`config.mk`:
```
export PLATFORM = sky130hd
export DESIGN_NAME = pc_branch_sequencer
export DESIGN_NICKNAME = d
export VERILOG_FILES = /design/src/rtl/pc_branch_sequencer_pkg.sv /design/src/rtl/pc_branch_sequencer_target_adder.sv /design/src/rtl/pc_branch_sequencer.sv
export SDC_FILE = /design/constraint.sdc
export NUM_CORES = 1
export LEC_CHECK = 0
export ABC_AREA = 1
export CORE_ASPECT_RATIO = 0.75
export CORE_MARGIN = 1
export CORE_UTILIZATION = 45
export CTS_CLUSTER_DIAMETER = 80
export DETAILED_ROUTE_END_ITERATION = 6
export HOLD_SLACK_MARGIN = 0.1
export PLACE_DENSITY = 0.8
export RECOVER_POWER = 100
export SYNTH_ARGS = -nofsm -noshare
export SYNTH_HDL_FRONTEND = slang
export SYNTH_SLANG_ARGS = --single-unit
export TNS_END_PERCENT = 30
```
`constraint.sdc`:
```
create_clock -name clk -period 4.1 [get_ports clk]
set_input_delay 0.41 -clock clk [delete_from_list [all_inputs] [get_ports clk]]
set_output_delay 0.41 -clock clk [all_outputs]
set_load 0.05 [all_outputs]
```
`src/rtl/pc_branch_sequencer_pkg.sv`:
```
// Shared constants for the PC/branch sequencer: word and offset widths, opcodes,
// FSM state encoding and the link register index.
package pc_branch_sequencer_pkg;

    localparam int WORD_W = 32;
    localparam int OFF_W  = 19;
    localparam int CNT_W  = 3;

    localparam logic [3:0] LINK_REG = 4'd15;

    localparam logic [4:0] OPC_BR_DEF  = 5'b10010;
    localparam logic [4:0] OPC_JR_DEF  = 5'b10100;
    localparam logic [4:0] OPC_JAL_DEF = 5'b10011;

    typedef enum logic [1:0] {
        ST_IDLE     = 2'd0,
        ST_CON_REQ  = 2'd1,
        ST_CON_WAIT = 2'd2,
        ST_RESOLVE  = 2'd3
    } seq_state_t;

endpackage

```
`src/rtl/pc_branch_sequencer_target_adder.sv`:
```
// Combinational next-PC candidates: the fall-through address and the
// PC-relative branch target with a sign-extended 19-bit offset.
module pc_branch_sequencer_target_adder
    import pc_branch_sequencer_pkg::*;
(
    input  logic [WORD_W-1:0] pc,
    input  logic [OFF_W-1:0]  off,
    output logic [WORD_W-1:0] pc_inc,
    output logic [WORD_W-1:0] pc_br
);

    logic signed [WORD_W-1:0] off_ext;

    assign off_ext = {{(WORD_W-OFF_W){off[OFF_W-1]}}, off};
    assign pc_inc  = pc + WORD_W'(1);
    assign pc_br   = pc_inc + $unsigned(off_ext);

endmodule

```
`src/rtl/pc_branch_sequencer.sv`:
```
// Program counter owner: resolves br/jr/jal after decode, handshaking with the
// condition flip-flop for conditional branches and with the control unit via start/busy/done.
module pc_branch_sequencer
    import pc_branch_sequencer_pkg::*;
#(
    parameter logic [31:0] RESET_PC = 32'h0000_0000,
    parameter int          CON_LAT  = 2,
    parameter logic [4:0]  OPC_BR   = OPC_BR_DEF,
    parameter logic [4:0]  OPC_JR   = OPC_JR_DEF,
    parameter logic [4:0]  OPC_JAL  = OPC_JAL_DEF
) (
    input  logic        clk,
    input  logic        clr,
    input  logic        start,
    input  logic [31:0] IR,
    input  logic        con_q,
    input  logic [31:0] ra_value,
    output logic        con_in,
    output logic [31:0] pc,
    output logic [31:0] link_data,
    output logic        link_we,
    output logic        taken,
    output logic        busy,
    output logic        done
);

    seq_state_t         state;
    seq_state_t         state_next;
    logic [4:0]         ir_op;
    logic [OFF_W-1:0]   ir_off;
    logic [CNT_W-1:0]   wait_cnt;
    logic               cond_q;
    logic [WORD_W-1:0]  pc_inc;
    logic [WORD_W-1:0]  pc_br;

    // Condition-select bits are decoded by the flip-flop itself, not here.
    logic unused_ir_bits;
    assign unused_ir_bits = ^IR[26:19];

    pc_branch_sequencer_target_adder u_target_adder (
        .pc     (pc),
        .off    (ir_off),
        .pc_inc (pc_inc),
        .pc_br  (pc_br)
    );

    always_ff @(posedge clk) begin
        if (clr) begin
            state <= ST_IDLE;
        end else begin
            state <= state_next;
        end
    end

    always_comb begin
        state_next = state;
        case (state)
            ST_IDLE: begin
                if (start) begin
                    state_next = (IR[31:27] == OPC_BR) ? ST_CON_REQ : ST_RESOLVE;
                end
            end
            ST_CON_REQ:  state_next = ST_CON_WAIT;
            ST_CON_WAIT: begin
                if (wait_cnt == '0) begin
                    state_next = ST_RESOLVE;
                end
            end
            ST_RESOLVE:  state_next = ST_IDLE;
            default:     state_next = ST_IDLE;
        endcase
    end

    always_comb begin
        con_in = (state == ST_CON_REQ);
        busy   = (state != ST_IDLE);
    end

    // Datapath and registered handshake outputs; done/taken/link_we are single-cycle pulses.
    always_ff @(posedge clk) begin
        if (clr) begin
            pc        <= RESET_PC;
            link_data <= '0;
            link_we   <= 1'b0;
            taken     <= 1'b0;
            done      <= 1'b0;
            wait_cnt  <= '0;
            ir_op     <= '0;
            ir_off    <= '0;
            cond_q    <= 1'b0;
        end else begin
            done    <= 1'b0;
            taken   <= 1'b0;
            link_we <= 1'b0;
            case (state)
                ST_IDLE: begin
                    if (start) begin
                        ir_op  <= IR[31:27];
                        ir_off <= IR[OFF_W-1:0];
                    end
                end
                ST_CON_REQ: begin
                    wait_cnt <= CNT_W'(CON_LAT - 1);
                end
                ST_CON_WAIT: begin
                    if (wait_cnt == '0) begin
                        cond_q <= con_q;
                    end else begin
                        wait_cnt <= wait_cnt - CNT_W'(1);
                    end
                end
                ST_RESOLVE: begin
                    done <= 1'b1;
                    if (ir_op == OPC_BR) begin
                        pc    <= cond_q ? pc_br : pc_inc;
                        taken <= cond_q;
                    end else if (ir_op == OPC_JR) begin
                        pc    <= ra_value;
                        taken <= 1'b1;
                    end else if (ir_op == OPC_JAL) begin
                        link_data <= pc_inc;
                        link_we   <= 1'b1;
                        pc        <= ra_value;
                        taken     <= 1'b1;
                    end else begin
                        pc <= pc_inc;
                    end
                end
                default: ;
            endcase
        end
    end

endmodule

```
==> impl_metrics.toml <==
[logic_synthesis]
ys.flop_type = "dfxtp_1"
synth_top_cell_area_share = 0.265
synth_top_area_cell = "dfxtp_1"
synth_common_cells = "272 x nand2_1, 172 x nor2_1, 151 x inv_1, 100 x o21ai_0, 97 x dfxtp_1"
synth_fp_nets = 1299
synth_seq_cells = 97
synth-edff-count = 0
syn_inst = 1184
syn_area_um2 = 7340
postSynthAreaPerCell_um2 = 6.20
yosysMostFrequentCell = "nand2_1"
synth_cell_type_count = 47
yosys_warnings = 0
synth_area_leaders = "dfxtp_1 26%, nand2_1 14%, nor2_1 8.8%"
synth_seq_area_share = 0.265
ys_async_sr_fraction = 0

[pwr]
p_int_uw = 2280
ir_worst_vdd_mv = 0.291
p_leak_uw = 0.00444
seq_power_share = 0.311
swShare = 0.468
power_density_nw_per_um2 = 471
clockPowerShare = 0.211
pwr-share-comb = 0.478
switchingPower_uw = 2010

[sta]
slew_headroom = -0.375
setup_viol = 0
finalCriticalPeriod_ps = 3520
finalSetupTns_ps = 0
hold_viol = 0
drv_slew = 105
rsz0062_at_grt = "false"
fin_hold_ws_ps = 482
clock_skew_ps = 10.6
worst_pin_slew_ps = 2060
fmax_mhz = 284
period_share = 0.858

[floorplan]
start_util = 0.459
io_pins = 137
core_area_um2 = 16000
die_h_um = 113
rows = 40
die_w_um = 149
die_area_um2 = 16800

[layout]
final_area_um2 = 9110
drive_gt1_frac = 0.0514
n_fill_cell = 1630
syn2layout_area_growth_pct = 24.1
final_net_count = 1414
multi_input_area_um2 = 4650
ff_latch_area_um2 = 1940
n_antenna_cell = 0
layout.cells.non_filler = 1514

[detailed_routing]
drt_iter0_markers = 732
ant_nets = 0
num_vias = 8232
wl_per_cell_um = 16.5
drt_pass1_iterations = 6
drc = 0
routed_wl_um = 25000
routed_via_density = 5.44

[hold_path]
hold_depth = 2
hold_class = "reg -> reg"

[placed_design]
dp.final_hpwl_um = 19300
numPortBuffers = 128
dp.cells = 1498
dpl_cell_area_um2 = 8830
gp_congestion = 0.979

[clock_network]
clkTransAtPathRegs_ps = 80
htree_num_levels = 3
cts_buffer_depth = 2
clock-sinks = 97
cts_buffers = 9
postCtsResizedCells = 0
clk-insertion-delay-late_ps = 350
post_cts_buffers = 0
cts_tree = "yes"
root_buffer = "clkbuf_16"
cts_hold_buffers = 0

[setup_path]
crit_required_ps = 4360
endpoint_kind = "flip-flop"
critPathKind = "reg -> reg"
setup.worst_path.start_class = "flip-flop"
critical_path.max_fanout = 6
arrival_ps = 3780
reg2regPathDepth = 21

[run]
max_cap_violations = 2

[global_routing]
antenna_found_initial = 0
grt_remaining_overflow = 0
grt_pass1_wl_um = 39300
gr-usage-all-layers = 0.302
grt_max_degree = 54
grt_pass1_vias = 7433

[status]
status = "finished, violations left"
failed_checks = "capacitance limit, slew limit"
-- flip-flops by register name, summed over array words and instances (netlist names) --
signal and count:
taken 1, ir_op 5, ir_off 19, cond_q 1, wait_cnt 3, link_data 32
state 2, done 1, link_we 1, pc 32
-- area by class of cell --
cell class              count  area share
repair buffers            141       0.150
multi-input cells         895       0.510
clock buffers               9      0.0247
well taps                 210      0.0289
clock inverters             7     0.00921
flip-flops and latches     97       0.213
inverters                 155      0.0639
-- power groups by stage --
stage	Clock [µW]	Sequential, µW	Combinational (µW)
finish	904	1330	2050
global route	950	1360	2260
CTS	910	1330	2070
detailed placement	0	1350	2050
global placement	0	1350	2020
floorplan	0	1550	1180
-- worst paths after layout --
check,from,endpoint,slack (ps)
max reg2reg,pc[1]$_SDFFE_PP0P_,pc[30]$_SDFFE_PP0P_,580
min,wait_cnt[1]$_SDFFE_PP0P_,wait_cnt[1]$_SDFFE_PP0P_,480
max,pc[1]$_SDFFE_PP0P_,pc[30]$_SDFFE_PP0P_,580
min reg2reg,wait_cnt[1]$_SDFFE_PP0P_,wait_cnt[1]$_SDFFE_PP0P_,480
-- per-stage QoR --
stage	total power [µW]	utilization	setup slack, ps
floorplan	2730	-	763
global placement	3370	0.553	709
detailed placement	3400	0.553	613
CTS	4310	0.572	594
global route	4570	0.570	232
finish	4290	0.570	580
-- layout by cell type, fill, tap and decap left out, drive strengths merged, types with 2 or more instances in the layout --
master / netlist / routed
nand2: 279 / 279
and2: 2 / 2
a211oi: 2 / 2
nand4: 10 / 10
nand3: 65 / 65
clkinv: 0 / 3
nor3: 19 / 19
o21a: 3 / 3
or2: 5 / 5
a31oi: 27 / 27
buf: 9 / 9
clkdlybuf4s50: 0 / 58
o211ai: 8 / 8
xnor2: 4 / 4
ha: 46 / 46
a21o: 5 / 5
clkbuf: 28 / 13
o21ai: 115 / 115
xor2: 19 / 19
o21bai: 4 / 4
inv: 155 / 158
dlygate4sd3: 0 / 70
nand3b: 6 / 6
a21oi: 86 / 86
dfxtp: 97 / 97
nor2: 183 / 183
-- kinds of logic after synthesis --
family / synth area share
adders and majority gates: 0.0812
AOI/OAI and AO/OA: 0.189
and+or+nand+nor: 0.335
buffers and inverters: 0.100
DFF: 0.265
xor gates and xnor gates: 0.0295
-- critical path, stage by stage (launching register included) --
cell and delay, ps:
dfxtp_1 420, ha_1 200, nand2_1 100, nor2_4 230, nand2_4 120, nor2_4 170
nand2_2 100, nor2_4 90, xor2_1 310, inv_1 120, ha_1 380, nand2_1 130
nor2_1 290, nand2_1 140, nor2_1 130, nand2_1 80, nand2_1 70, nand2_1 40
nand3_1 90, nand4_1 80, nand2_1 90, inv_1 40
-- metal layers --
| layer | share of wire | routed length, µm | track usage |
|---|---|---|---|
| met5 | 0 | 0 | 0 |
| met4 | 0.020 | 500 | 0.0782 |
| met3 | 0.088 | 2190 | 0.0537 |
| met2 | 0.42 | 10500 | 0.455 |
| met1 | 0.47 | 11800 | 0.440 |
Note: power is estimated with default switching activity, not from simulation.
